$ cat src/rtl/common_types_pkg.sv
// Shared FHT types: loader FSM state encoding and the index bit-reverse helper.
package common_types_pkg;

  typedef enum logic [2:0] {
    ST_IDLE      = 3'd0,
    ST_FILL      = 3'd1,
    ST_START     = 3'd2,
    ST_WAIT_BUSY = 3'd3,
    ST_WAIT_DONE = 3'd4
  } loader_state_e;

  // Reverses the low 'width' bits of 'value'; bits at and above 'width' come back as zero.
  function automatic logic [31:0] bit_reverse(input logic [31:0] value,
                                              input int unsigned width);
    logic [31:0] rev;
    rev = '0;
    for (int unsigned i = 0; i < 32; i++) begin
      if (i < width) rev[i] = value[5'(width - 1 - i)];
    end
    return rev;
  endfunction

endpackage

$ cat src/rtl/fht_bitrev_addr.sv
// Maps a linear sample index to its bit-reversed FHT RAM location:
// the top two reversed bits select the bank, the rest form the in-bank address.
module fht_bitrev_addr
  import common_types_pkg::*;
#(
  parameter int A_BIT = 8
) (
  input  logic [A_BIT+1:0] idx,
  output logic [3:0]       bank_oh,
  output logic [A_BIT-1:0] addr
);

  localparam int unsigned IDX_W = A_BIT + 2;

  logic [IDX_W-1:0] rev;

  // Pure combinational index-to-bank/address translation.
  always_comb begin
    rev     = IDX_W'(bit_reverse(32'(idx), IDX_W));
    addr    = rev[A_BIT-1:0];
    bank_oh = 4'b0001 << rev[A_BIT+1:A_BIT];
  end

endmodule

$ cat src/rtl/fht_adc_loader.sv
// Collects one frame of ADC samples into the four FHT RAM banks in bit-reversed
// order, kicks the transform, and waits for it to finish before loading again.
module fht_adc_loader
  import common_types_pkg::*;
#(
  parameter int D_BIT     = 16,
  parameter int A_BIT     = 8,
  parameter int ADC_WIDTH = 12
) (
  input  logic                 iCLK,
  input  logic                 iRESET,
  input  logic [ADC_WIDTH-1:0] iADC_DATA,
  input  logic                 iADC_VALID,
  input  logic                 iFHT_RDY,
  output logic                 oREADY,
  output logic [3:0]           oWE,
  output logic [A_BIT-1:0]     oADDR_WR,
  output logic [D_BIT-1:0]     oDATA,
  output logic                 oSTART,
  output logic                 oBUSY,
  output logic                 oFRAME_DONE,
  output logic                 oDROP
);

  loader_state_e    state_q, state_d;
  logic [A_BIT+1:0] cnt_q, cnt_d;
  logic             ready_q, ready_d;
  logic [3:0]       we_q, we_d;
  logic [A_BIT-1:0] addr_q, addr_d;
  logic [D_BIT-1:0] data_q, data_d;
  logic             start_q, start_d;
  logic             busy_q, busy_d;
  logic             done_q, done_d;
  logic             drop_q, drop_d;

  logic             accept;
  logic [3:0]       map_bank;
  logic [A_BIT-1:0] map_addr;

  fht_bitrev_addr #(.A_BIT(A_BIT)) u_map (
    .idx     (cnt_q),
    .bank_oh (map_bank),
    .addr    (map_addr)
  );

  // Next-state, counter and registered-output computation.
  always_comb begin
    accept  = iADC_VALID & ready_q;
    state_d = state_q;
    cnt_d   = cnt_q;
    start_d = 1'b0;
    done_d  = 1'b0;
    we_d    = '0;
    addr_d  = addr_q;
    data_d  = data_q;
    drop_d  = iADC_VALID & ~ready_q;

    if (accept) begin
      cnt_d  = cnt_q + 1'b1;
      we_d   = map_bank;
      addr_d = map_addr;
      data_d = D_BIT'($signed(iADC_DATA));
    end

    case (state_q)
      ST_IDLE:      if (accept) state_d = ST_FILL;
      ST_FILL:      if (accept && (cnt_q == '1)) state_d = ST_START;
      ST_START: begin
        start_d = 1'b1;
        state_d = ST_WAIT_BUSY;
      end
      ST_WAIT_BUSY: if (!iFHT_RDY) state_d = ST_WAIT_DONE;
      ST_WAIT_DONE: begin
        if (iFHT_RDY) begin
          state_d = ST_IDLE;
          done_d  = 1'b1;
        end
      end
      default:      state_d = ST_IDLE;
    endcase

    // The frame-done cycle is already IDLE but must still refuse samples,
    // so ready is held low for that one cycle.
    ready_d = ((state_d == ST_IDLE) || (state_d == ST_FILL)) && !done_d;
    busy_d  = (state_d != ST_IDLE);
  end

  // State and output registers with synchronous reset.
  always_ff @(posedge iCLK) begin
    if (iRESET) begin
      state_q <= ST_IDLE;
      cnt_q   <= '0;
      ready_q <= 1'b1;
      we_q    <= '0;
      addr_q  <= '0;
      data_q  <= '0;
      start_q <= 1'b0;
      busy_q  <= 1'b0;
      done_q  <= 1'b0;
      drop_q  <= 1'b0;
    end else begin
      state_q <= state_d;
      cnt_q   <= cnt_d;
      ready_q <= ready_d;
      we_q    <= we_d;
      addr_q  <= addr_d;
      data_q  <= data_d;
      start_q <= start_d;
      busy_q  <= busy_d;
      done_q  <= done_d;
      drop_q  <= drop_d;
    end
  end

  assign oREADY      = ready_q;
  assign oWE         = we_q;
  assign oADDR_WR    = addr_q;
  assign oDATA       = data_q;
  assign oSTART      = start_q;
  assign oBUSY       = busy_q;
  assign oFRAME_DONE = done_q;
  assign oDROP       = drop_q;

endmodule
$ cat config.mk
export PLATFORM = sky130hd
export DESIGN_NAME = fht_adc_loader
export DESIGN_NICKNAME = d
export VERILOG_FILES = /design/src/rtl/common_types_pkg.sv /design/src/rtl/fht_bitrev_addr.sv /design/src/rtl/fht_adc_loader.sv
export SDC_FILE = /design/constraint.sdc
export NUM_CORES = 1
export LEC_CHECK = 0
export BUFFER_PORTS_ARGS = -buffer_cell sky130_fd_sc_hd__buf_4
export CAP_MARGIN = 40
export CORE_UTILIZATION = 50
export DETAILED_ROUTE_END_ITERATION = 10
export PLACE_DENSITY_LB_ADDON = 0.3
export SYNTH_ARGS = -nofsm -noshare
export SYNTH_HDL_FRONTEND = slang
export SYNTH_SLANG_ARGS = --single-unit
$ cat constraint.sdc
create_clock -name iCLK -period 3.46 [get_ports iCLK]
set_input_delay 0.173 -clock iCLK [delete_from_list [all_inputs] [get_ports iCLK]]
set_output_delay 0.173 -clock iCLK [all_outputs]
set_load 0.01 [all_outputs]
==> results.py <==
metrics = {
    "run_status": {
        "status": "finished clean",
    },
    "job": {
        "max_cap_violations": 0,
    },
    "global_routing": {
        "gr-total-overflow": 0,
        "grt_pass1_wl_um": 5400,
        "track_usage_pct": 21.1,
        "antenna_found_initial": 0,
        "grt_start_max_net_pins": 44,
        "grt_pass1_vias": 1213,
    },
    "power_and_ir_drop": {
        "peakVddDrop_mv": 0.239,
        "power_density_nw_per_um2": 407,
        "p_leak_uw": 0.000768,
    },
    "placed_design": {
        "post-dp-hpwl_um": 2230,
        "numPortBuffers": 48,
        "post_dp_cell_area_um2": 1940,
        "dpl_worst_slack_ps": 1730,
        "gp_congestion": 0.743,
    },
    "routing": {
        "drt-pass1-iter-count": 4,
        "ant_nets": 0,
        "dr.first_iter.drc_count": 62,
        "drt-total-wl_um": 3240,
        "via_count": 1368,
        "route.detailed.drc": 0,
        "vias_per_cell": 5.10,
        "wire_per_inst_um": 12.1,
    },
    "cells_and_area": {
        "fin_area_um2": 1980,
        "final_common_cell": "buf_4",
        "multiInputGateArea_um2": 677,
        "final_cell_mix": "buf_4, nand2_1, dfxtp_1",
        "area_delta_synth_final_pct": 23.8,
        "nFillCells": 276,
        "seqCellArea_um2": 841,
        "finalCoreUtilization_pct": 65.0,
        "drive_gt1_share_pct": 25.9,
        "diodes": 0,
        "nets": 241,
    },
    "hold_path": {
        "min_path_type": "primary input to flip-flop",
        "hold_depth": 2,
        "holdPathEnd": "state_q[2]",
        "holdCritStartpoint": "iFHT_RDY",
    },
    "critical_path": {
        "r2r_cells": 3,
        "crit_type": "flip-flop to flip-flop",
        "r2r-end": "cnt_q[3]",
        "rrSetupSlack_ps": 1700,
        "reg2reg_from": "oREADY",
        "crit_fanout": 27,
        "critPathLaunchType": "flip-flop",
        "required_ps": 3750,
        "cp-end-kind": "flip-flop",
        "arrival_ps": 2050,
    },
    "logic_synthesis": {
        "syn_avg_cell_area_um2": 8.71,
        "synth_cells": 184,
        "synth_top_cell_area_share_pct": 52.5,
        "yosysWarningCount": 0,
        "synth-seq-cells": 42,
        "synth_top_cell_by_area": "dfxtp_1",
        "syn-num-nets": 201,
        "synth.distinct_cells": 35,
        "syn_area_um2": 1600,
        "ys_seq_area_share_pct": 52.5,
        "synth_area_leaders": "dfxtp_1, nand2_1, a21oi_1",
    },
    "clocking": {
        "clkSlewWorstSetupHoldPaths_ps": 120,
        "post-cts-setup-buffers": 0,
        "cts.repair.resized": 0,
        "htree_levels": 2,
        "cts_root_buffer": "clkbuf_4",
        "clk-insertion-delay-late_ps": 350,
        "cts_tree": "built",
        "holdBufCountCts": 0,
        "clk_path_buf_depth": 2,
        "numClockSinks": 42,
        "numCtsBuffers": 5,
    },
    "sta": {
        "worst_slew_pin_slew_ps": 840,
        "period_needed_ps": 1760,
        "finalCritPeriodShare_pct": 50.8,
        "max-slew-margin-rel_pct": 43.8,
        "setup_tns_ps": 0,
        "hold_viol": 0,
        "finClkSkew_ps": 11.6,
        "report.final.slew_viol_count": 0,
        "rsz0062_at_grt": "false",
        "fin_ws_ps": 1700,
        "max_freq_ghz": 0.569,
        "setup_viol": 0,
    },
    "floorplan": {
        "core_um2": 3050,
        "die_height_um": 58.6,
        "fp.dieW_um": 58.6,
        "initial_core_util_pct": 52.5,
        "io_pins": 49,
        "rows": 20,
        "die_area_um2": 3440,
    },
}
[power by group]
| part | internal [uW] | switching (uW) | leakage [uW] |
|---|---|---|---|
| clock network | 73.1 | 146 | 0.0000308 |
| registers | 498 | 12.0 | 0.000342 |
| logic | 39.8 | 40.0 | 0.000395 |
[layer usage]
layer  vias up  wire length, um  track usage (%)
met4         0               55             9.18
met3         7              174             6.59
met2        36             1540             33.8
met1       612             1470             26.3
met5         -                0                0
li1        713                -                -
[worst max-delay path by stage]
stage	slack (ps)	cells after the start	end	startpoint
global route	1520	3	cnt_q[3]	oREADY
finish	1700	3	cnt_q[3]	oREADY
detailed placement	1730	3	cnt_q[3]	oREADY
floorplan	2070	4	cnt_q[7]	oREADY
global placement	1800	3	cnt_q[3]	oREADY
CTS	1710	3	cnt_q[3]	oREADY
[cell usage after synthesis (all sizes together)]
| library cell | instances |
|---|---|
| or3 | 3 |
| nor3 | 3 |
| a211oi | 2 |
| o21ai | 3 |
| nor4 | 2 |
| o22a | 1 |
| nor2b | 1 |
| o32ai | 1 |
| a21oi | 29 |
| nand2 | 46 |
| inv | 1 |
| or4 | 4 |
| dfxtp | 42 |
| or4b | 1 |
| nor2 | 4 |
| and2 | 1 |
| or3b | 1 |
| ha | 1 |
| nand3b | 1 |
| o31ai | 4 |
| or2 | 1 |
| clkbuf | 8 |
| nand4 | 2 |
| nand2b | 1 |
| xor2 | 1 |
| o2bb2ai | 1 |
| buf | 7 |
| xnor2 | 1 |
| nor3b | 2 |
| nand3 | 6 |
| nor4b | 3 |
[worst max-delay path, stage by stage (launching register included)]
cell	delay [ps]
dfxtp_1	480
nand2_1	540
or3_1	540
a21oi_1	140
[sequential cells by signal (all words and copies together), names as in the netlist]
name / flops
state_q: 3
oREADY: 1
oADDR_WR: 8
oSTART: 1
cnt_q: 10
oDROP: 1
oBUSY: 1
oWE: 4
oDATA: 12
oFRAME_DONE: 1
[area by class of cell]
type	count	area share (%)
inverter	1	0.189
timing repair buffer	48	18.2
clock buffer	5	1.89
tap	44	2.77
clock inverter	2	0.504
multi-input combinational	126	34.1
sequential	42	42.4
[cells by family (layout without fill, tap and decap cells)]
| group | count (synthesis) | after routing | synth area share [%] |
|---|---|---|---|
| compound gates | 41 | 41 | 14.4 |
| xor+xnor | 2 | 2 | 1.09 |
| fa+ha+maj | 1 | 1 | 0.781 |
| buf+inv | 16 | 56 | 5.31 |
| flops | 42 | 42 | 52.5 |
| simple gates | 82 | 82 | 25.9 |
[through the flow]
step	hold WS, ps	cells	total power, uW
after detailed placement	383	261	601
after global placement	375	261	597
final	18.7	268	808
after floorplan	251	184	565
after CTS	1.07	268	819
after global routing	10.3	268	850
Power figures use the tool's default switching activity.
